$ cat src/rtl/baby_pkg.sv
// Shared types and geometry for the INIT splash scanner.
// Contents:
//   state_e  - controller states (idle / scanning / one-cycle done)
//   seg_e    - which 16-dot ROM segment of a line is being emitted
//   DOT_COLS, DOT_ROWS, DOT_SEGS - dot-matrix geometry
package baby_pkg;

  typedef enum logic [1:0] {
    StIdle,
    StScan,
    StDone
  } state_e;

  typedef enum logic [1:0] {
    SegLeft,
    SegCentre,
    SegRight
  } seg_e;

  localparam int unsigned DOT_COLS = 16;
  localparam int unsigned DOT_ROWS = 16;
  localparam int unsigned DOT_SEGS = 3;

endpackage

$ cat src/rtl/init_scan_ctrl.sv
// INIT splash scan controller.
// Walks a 48x16 dot image (three 16-dot ROM segments per line) out as a
// serial pixel stream with valid/ready handshake, repeating the image for
// HOLD_FRAMES frames (or fewer if skip is requested), then pulses done.
// Ports:
//   clk, reset                 - clock, synchronous active-high reset
//   start                      - one-cycle request to begin the splash (idle only)
//   skip                       - end the splash at the next frame boundary
//   dot_x, dot_y               - ROM column/row address (zero when not scanning)
//   pixell, pixelc, pixelr     - combinational ROM outputs per segment
//   pix_data, pix_valid        - serial dot and its valid flag
//   pix_ready                  - consumer accepts the current dot
//   line_start, frame_start    - first dot of a line / of a frame
//   busy, done                 - scanning / one-cycle completion pulse
module init_scan_ctrl
  import baby_pkg::*;
#(
  parameter int unsigned HOLD_FRAMES = 50,
  parameter logic        IDLE_PIX    = 1'b0
) (
  input  logic       clk,
  input  logic       reset,
  input  logic       start,
  input  logic       skip,
  output logic [3:0] dot_x,
  output logic [3:0] dot_y,
  input  logic       pixell,
  input  logic       pixelc,
  input  logic       pixelr,
  output logic       pix_data,
  output logic       pix_valid,
  input  logic       pix_ready,
  output logic       line_start,
  output logic       frame_start,
  output logic       busy,
  output logic       done
);

  localparam int unsigned FrameW = $clog2(HOLD_FRAMES + 1);
  localparam logic [FrameW-1:0] LastFrame = FrameW'(HOLD_FRAMES - 1);
  localparam logic [3:0] ColLast = 4'(DOT_COLS - 1);
  localparam logic [3:0] RowLast = 4'(DOT_ROWS - 1);

  state_e            state_q, state_d;
  logic [3:0]        x_q, x_d;
  logic [3:0]        y_q, y_d;
  seg_e              seg_q, seg_d;
  logic [FrameW-1:0] frame_q, frame_d;
  logic              skip_q, skip_d;

  logic scanning;
  logic accept;
  logic frame_end;
  logic seg_pix;

  assign scanning  = (state_q == StScan);
  assign accept    = scanning && pix_ready;
  assign frame_end = (x_q == ColLast) && (seg_q == SegRight) && (y_q == RowLast);

  always_comb begin
    state_d = state_q;
    x_d     = x_q;
    y_d     = y_q;
    seg_d   = seg_q;
    frame_d = frame_q;
    skip_d  = skip_q;
    unique case (state_q)
      StIdle: begin
        // Skip arriving with start belongs to no splash yet, so it is dropped.
        if (start) begin
          state_d = StScan;
          x_d     = '0;
          y_d     = '0;
          seg_d   = SegLeft;
          frame_d = '0;
          skip_d  = 1'b0;
        end
      end
      StScan: begin
        skip_d = skip_q | skip;
        if (accept) begin
          if (x_q != ColLast) begin
            x_d = x_q + 4'd1;
          end else begin
            x_d = '0;
            case (seg_q)
              SegLeft:   seg_d = SegCentre;
              SegCentre: seg_d = SegRight;
              default: begin
                seg_d = SegLeft;
                y_d   = y_q + 4'd1;
              end
            endcase
          end
          if (frame_end) begin
            frame_d = frame_q + 1'b1;
            // A skip seen on this very cycle still counts for this frame.
            if (skip_q || skip || (frame_q == LastFrame)) begin
              state_d = StDone;
            end
          end
        end
      end
      StDone:  state_d = StIdle;
      default: state_d = StIdle;
    endcase
  end

  always_ff @(posedge clk) begin
    if (reset) begin
      state_q <= StIdle;
      x_q     <= '0;
      y_q     <= '0;
      seg_q   <= SegLeft;
      frame_q <= '0;
      skip_q  <= 1'b0;
    end else begin
      state_q <= state_d;
      x_q     <= x_d;
      y_q     <= y_d;
      seg_q   <= seg_d;
      frame_q <= frame_d;
      skip_q  <= skip_d;
    end
  end

  // ROM is combinational, so the selected segment bit goes straight out.
  always_comb begin
    case (seg_q)
      SegLeft:   seg_pix = pixell;
      SegCentre: seg_pix = pixelc;
      default:   seg_pix = pixelr;
    endcase
  end

  assign busy        = scanning;
  assign pix_valid   = scanning;
  assign done        = (state_q == StDone);
  assign dot_x       = scanning ? x_q : 4'd0;
  assign dot_y       = scanning ? y_q : 4'd0;
  assign pix_data    = scanning ? seg_pix : IDLE_PIX;
  assign line_start  = scanning && (x_q == 4'd0) && (seg_q == SegLeft);
  assign frame_start = line_start && (y_q == 4'd0);

endmodule

$ cat config.mk
export PLATFORM = sky130hd
export DESIGN_NAME = init_scan_ctrl
export DESIGN_NICKNAME = d
export VERILOG_FILES = /design/src/rtl/baby_pkg.sv /design/src/rtl/init_scan_ctrl.sv
export SDC_FILE = /design/constraint.sdc
export NUM_CORES = 1
export LEC_CHECK = 0
export ABC_CLOCK_PERIOD_IN_PS = 2100
export CORE_UTILIZATION = 48
export DETAILED_ROUTE_END_ITERATION = 6
export HOLD_SLACK_MARGIN = 0.03
export PLACE_DENSITY = 0.73
export SETUP_SLACK_MARGIN = 0.3
export SKIP_LAST_GASP = 1
export SLEW_MARGIN = 10
export SYNTH_ARGS = -nofsm -noshare
export SYNTH_HDL_FRONTEND = slang
export SYNTH_SLANG_ARGS = --single-unit
$ cat constraint.sdc
create_clock -name clk -period 2.1 [get_ports clk]
set_input_delay 0.315 -clock clk [delete_from_list [all_inputs] [get_ports clk]]
set_output_delay 0.315 -clock clk [all_outputs]
set_load 0.005 [all_outputs]
After elaboration in Yosys (flattened, before gate mapping)
Cells that the tools add are included.
{ "op_classes": {"eq_ne": 14, "mux": 28, "n_addsub": 3, "bitwise_logic": 1, "reduce_logical": 20} }
{ "ops": {"columns": ["cell", "n"], "rows": [
  ["$mux 4", 8],
  ["$mux 6", 3],
  ["$pmux 4 s2", 2],
  ["$mux 2", 7],
  ["$pmux 2 s2", 3],
  ["$pmux 6 s2", 1],
  ["$reduce_and 4->1", 3],
  ["$add 4x1->4 const B", 2],
  ["$eq 4x4->1 const B", 2],
  ["$logic_not 4->1", 2],
  ["$add 6x1->6 const B", 1],
  ["$eq 6x6->1 const B", 1],
  ["$logic_and 1x1->1", 6],
  ["$ne 2x1->1 const B", 3],
  ["$ne 2x2->1 const B", 3],
  ["$reduce_and 5->1", 1],
  ["$eq 2x1->1 const B", 2],
  ["$eq 2x2->1 const B", 2],
  ["$logic_not 2->1", 2],
  ["$ne 4x4->1 const B", 1],
  ["$pmux 1 s2", 2],
  ["$reduce_and 3->1", 1],
  ["$logic_or 1x1->1", 2],
  ["$mux 1", 2],
  ["4 further kinds", 4]
]} }
{ "word_totals": {"inputBits": 8, "regBits": 19, "wordCells": 72, "output_inout_bits": 14} }

Logic depth before layout (Yosys ltp)
{ "depth": {"ltp_word": 6, "ltp_mapped": 7, "depth_no_buf": 5} }

Worst setup path before layout
No wires, ideal clock.
{ "synth_timing": {"path_kind": "reg-to-reg", "startpoint": "register x_q[0]", "endpoint": "register frame_q[3]", "setup_slack_ps": 581, "required_time_ps": 2013, "path_stages_with_launch": 6, "arrival_time_ps": 1432, "synth_period_minus_slack_ps": 1519, "n_path_buf": 0, "setup_ps": 87, "cell_sequence": "dfxtp_1 ha_1 and3_1 nand3_2 or3_4 o31ai_1"} }
{ "synth_via": {"elab_chain_len": 5} }
{ "synth_lines": {"columns": ["item", "line", "source"], "rows": [
  ["start, declared", "init_scan_ctrl.sv:45", "logic [3:0] x_q, x_d;"],
  ["start signal, assigned", "init_scan_ctrl.sv:112", "x_q <= '0;"],
  ["start signal, assigned", "init_scan_ctrl.sv:119", "x_q <= x_d;"],
  ["$eq 4x4->1", "init_scan_ctrl.sv:58", "assign frame_end = (x_q == ColLast) && (seg_q == SegRight) && (y_q == RowLast);"],
  ["$logic_and 1x1->1 (2 in a row)", "init_scan_ctrl.sv:58", null],
  ["$ne 2x1->1 (no line)", null, null],
  ["$reduce_and 4->1 (no line)", null, null],
  ["end signal, assigned", "init_scan_ctrl.sv:122", "frame_q <= frame_d;"],
  ["end, declared", "init_scan_ctrl.sv:48", "logic [FrameW-1:0] frame_q, frame_d;"]
]} }
No other way between the ends.
A chain may end at the register's enable or synchronous reset.

Worst setup path in the final report
{ "layout_timing": {"startpoint": "register x_q[0]", "endpoint": "output frame_start"} }
{ "layout_via": {"elab_chain_len": 4} }
{ "layout_lines": {"columns": ["item", "line", "source"], "rows": [
  ["$logic_not 4->1", "init_scan_ctrl.sv:142", "assign line_start = scanning && (x_q == 4'd0) && (seg_q == SegLeft);"],
  ["$logic_and 1x1->1 (2 in a row)", "init_scan_ctrl.sv:142", null],
  ["$logic_and 1x1->1", "init_scan_ctrl.sv:143", "assign frame_start = line_start && (y_q == 4'd0);"],
  ["end, declared", "init_scan_ctrl.sv:34", "output logic frame_start,"]
]} }
No other way between the ends.

==> implementation parameters <==
Parameter                              Value

Timing
  Slew at the pin closest to its max-slew limit ... 0.483 ns
  Min Clock Period, post-route ... 1.85 ns
  Final critical-path share of the clock period ... 0.880
  Number of failing setup endpoints in the final timing report ... 0
  Count of final hold-check violations ... 0
  Achievable clock frequency ... 0.541 GHz
  RSZ-0062 raised after global routing ... yes
  Fin. max-slew vios ... 0
  Fin Clk Skew ... 0.00183 ns
  Sum Neg Setup Slack ... 0 ns
  Normalized max-slew margin ... 0.677

Pwr
  Seq pwr share ... 0.553
  Power spent charging and discharging nets ... 176 uW
  Worst IR Drop VDD ... 363 uV
  Clock power frac ... 0.282
  Int Pwr ... 492 uW
  Total leakage power ... 0.654 nW
  Power consumption ... 668 uW
  Switching part of the total power ... 0.263
  Total power per unit cell area ... 443 mW/mm2
  Comb power frac ... 0.166

Drt
  Post-Route WL ... 2970 um
  1st-pass router iterations ... 4
  Via total after detailed routing ... 1168
  DRC errors left ... 0
  Via density per instance ... 5.87
  Antenna Nets Post-Route ... 0
  Starting DRC count in detailed routing ... 26
  Wire length per cell ... 14.9 um

Cells and area
  Leading cell types in the layout, fill and taps excluded ... sky130_fd_sc_hd__nand3_1 (14), sky130_fd_sc_hd__dfxtp_1 (14), sky130_fd_sc_hd__nor2_1 (11), sky130_fd_sc_hd__dlygate4sd2_1 (10), sky130_fd_sc_hd__buf_4 (8)
  Diodes inserted ... 0
  Share of final-layout standard cells stronger than drive strength 1 ... 0.152
  Area growth from synthesis to layout ... 29.0%
  Area used by sequential logic in the layout ... 389 um2
  Layout fillers ... 208
  Multi-input gate area ... 717 um2
  Final-stage net count ... 186

Worst setup path
  Worst reg2reg endpoint ... frame_q[3]
  Critical path launch point type ... register
  Count of cells along the worst register-to-register path ... 5
  Critical path's most frequent cell ... sky130_fd_sc_hd__and3_1
  Required time at the worst-slack endpoint ... 1.78 ns
  Standard cell with the maximum stage delay on the critical path ... sky130_fd_sc_hd__dfxtp_2
  Worst path max stage delay ... 0.37 ns
  Worst path arrival time ... 1.53 ns
  Setup crit end kind ... primary output
  CP max FO ... 4
  RR Startpoint ... x_q[0]
  Slack of the worst reg-to-reg path ... 0.40 ns
  Critical path type ... reg -> out
  Chain of cells forming the critical path ... inv_1 > ha_1 > and3_1 > and3_1 > dlygate4sd2_1

CTS
  Total clock sinks ... 19
  Clock tree from TritonCTS ... built
  CTS H-tree depth ... 1
  Post-CTS Hold Buffers ... 0
  Number of buffers added by the clock tree synthesis step ... 3
  Clock slew at reported path FFs ... 0.11 ns
  Root Buffer ... sky130_fd_sc_hd__clkbuf_4
  Clk_lat worst skew ... 0.30 ns
  Buffer depth of the longest clock path ... 2

Global route
  Number of antenna violations at the first check in global routing ... 0
  Global-route congestion overflow total ... 0
  Largest net degree at the start of global routing ... 13
  All-Layer GR Usage ... 0.255
  Number of global-route vias before repair ... 1061
  Global-route wire length before repair ... 4850 um

Die
  Die X-Extent ... 51.3 um
  Standard cell core area ... 0.00225 mm2
  Die height ... 51.3 um
  Number of I/O pins ... 22
  Initial core utilization ... 0.518
  Die Footprint ... 0.00264 mm2
  Number of rows created at floorplan ... 17

Placed design
  Count of input and output buffers ... 21
  Half-perimeter wire length after placement ... 2150 um
  Global placement routability congestion ... 0.879

Run
  Max-cap check violation count ... 0

Worst hold path
  End point of the most critical hold path ... x_q[1]
  Number of instances on the worst hold path ... 2
  Worst min-delay path startpoint ... x_q[1]
  HP Class ... reg -> reg

Synthesis
  Biggest area contributors in the synthesized netlist ... sky130_fd_sc_hd__dfxtp_1 (33%), sky130_fd_sc_hd__ha_1 (6.4%), sky130_fd_sc_hd__nand3_1 (6.0%)
  Post-synthesis average cell area ... 8.23 um2
  Post-synthesis net count ... 156
  Cell count after synthesis ... 142
  Cell area after synthesis ... 0.00117 mm2
  Flip-flop and latch count after synthesis ... 19
  Share of async-settable or async-resettable flops after synthesis ... 0
  Number of distinct library cells after synthesis ... 46
  Number of enable flip-flop cells after synthesis ... 0
  Most frequently used flop master after synthesis ... sky130_fd_sc_hd__dfxtp_1
  Sequential element share of the synthesized area ... 0.325
  Top-area cell type share of the netlist area ... 0.325
  Count of yosys warnings during synthesis ... 0
  Library cell with the largest summed area after synthesis ... sky130_fd_sc_hd__dfxtp_1

Status
  Outcome ... complete, no violations
[power by group through the flow]
stage          Sequential (mW)  Clock, mW  Combinational [mW]
2_1_floorplan            0.377          0              0.0599
3_3_place_gp             0.377          0               0.106
3_5_place_dp             0.377          0               0.106
4_1_cts                  0.369      0.192               0.111
5_1_grt                  0.370      0.212               0.121
6_report                 0.369      0.188               0.111
[registers in the layout (all words and copies together) (netlist names)]
register and cells:
frame_q 6, x_q 4, y_q 4, seg_q 2, state_q 2, skip_q 1
[metal layers]
metal	vias to the layer above	GRT usage	share of wire
met5	-	0	0
met4	0	0.126	0.026
met3	13	0.0417	0.050
met2	47	0.423	0.46
met1	534	0.316	0.46
li1	574	-	-
[through the flow]
stage | hold slack [ns] | cell area (um2) | cells | util | setup WS [ns]
finish | 0.511 | 1510 | 199 | 0.669 | 0.253
CTS | 0.515 | 1490 | 199 | 0.662 | 0.237
detailed placement | 0.496 | 1420 | 191 | 0.631 | 0.218
global placement | 0.481 | 1420 | 191 | 0.631 | 0.250
global route | 0.532 | 1510 | 199 | 0.669 | 0.168
floorplan | 0.457 | 1170 | 142 | - | 0.581
[critical path: cells and delay by family, from the launching register on]
| kind | cells | cell delay (ns) |
|---|---|---|
| simple gates | 2 | 0.37 |
| buf+inv | 2 | 0.31 |
| flops | 1 | 0.37 |
| fa+ha+maj | 1 | 0.18 |
[synthesized netlist by cell type, drive strengths merged, types with 2 or more instances]
master and instances:
a21oi 4, a22o 2, a31oi 4, and2 7, and3 6, buf 4
clkbuf 2, dfxtp 19, ha 6, inv 9, mux2i 3, nand2 7
nand3 15, nor2 11, nor2b 3, nor3 3, nor3b 3, nor4 2
o21ai 6, o311ai 3, o31ai 4, or3 2, or4 2, xnor2 2
[area by class of cell]
type	instances	share of cell area
multi-input cells	107	0.476
flip-flops and latches	19	0.258
repair buffers	31	0.195
inverters	10	0.0307
well taps	28	0.0232
clock buffers	4	0.0174
[timing repair]
item | CTS | global route
pin swaps | 2 | 0
gates resized for setup | 19 | 6
buffers inserted | 4 | 0
endpoints found under the setup margin | 14 | 7
gates cloned | 0 | 0
[how the worst max path moves through the flow]
stage	startpoint	end	cells after the start
2_1_floorplan	x_q[0]	frame_q[3]	5
3_3_place_gp	pixelc	pix_data	6
3_5_place_dp	pixelc	pix_data	6
4_1_cts	x_q[1]	frame_start	5
5_1_grt	x_q[3]	frame_start	4
6_report	x_q[0]	frame_start	5
[kinds of logic (layout without fill, tap and decap cells)]
| logic type | Yosys count | in the layout | share of synthesized area |
|---|---|---|---|
| AND/OR/NAND/NOR | 66 | 66 | 0.323 |
| AO/OA/AOI/OAI | 28 | 28 | 0.162 |
| flip-flops | 19 | 19 | 0.325 |
| buffers and inverters | 16 | 45 | 0.0675 |
| adder cells (fa/ha/maj) | 6 | 6 | 0.0642 |
| multiplexers | 4 | 4 | 0.0353 |
| XOR/XNOR | 3 | 3 | 0.0225 |
Note: power is estimated with default switching activity, not from simulation.
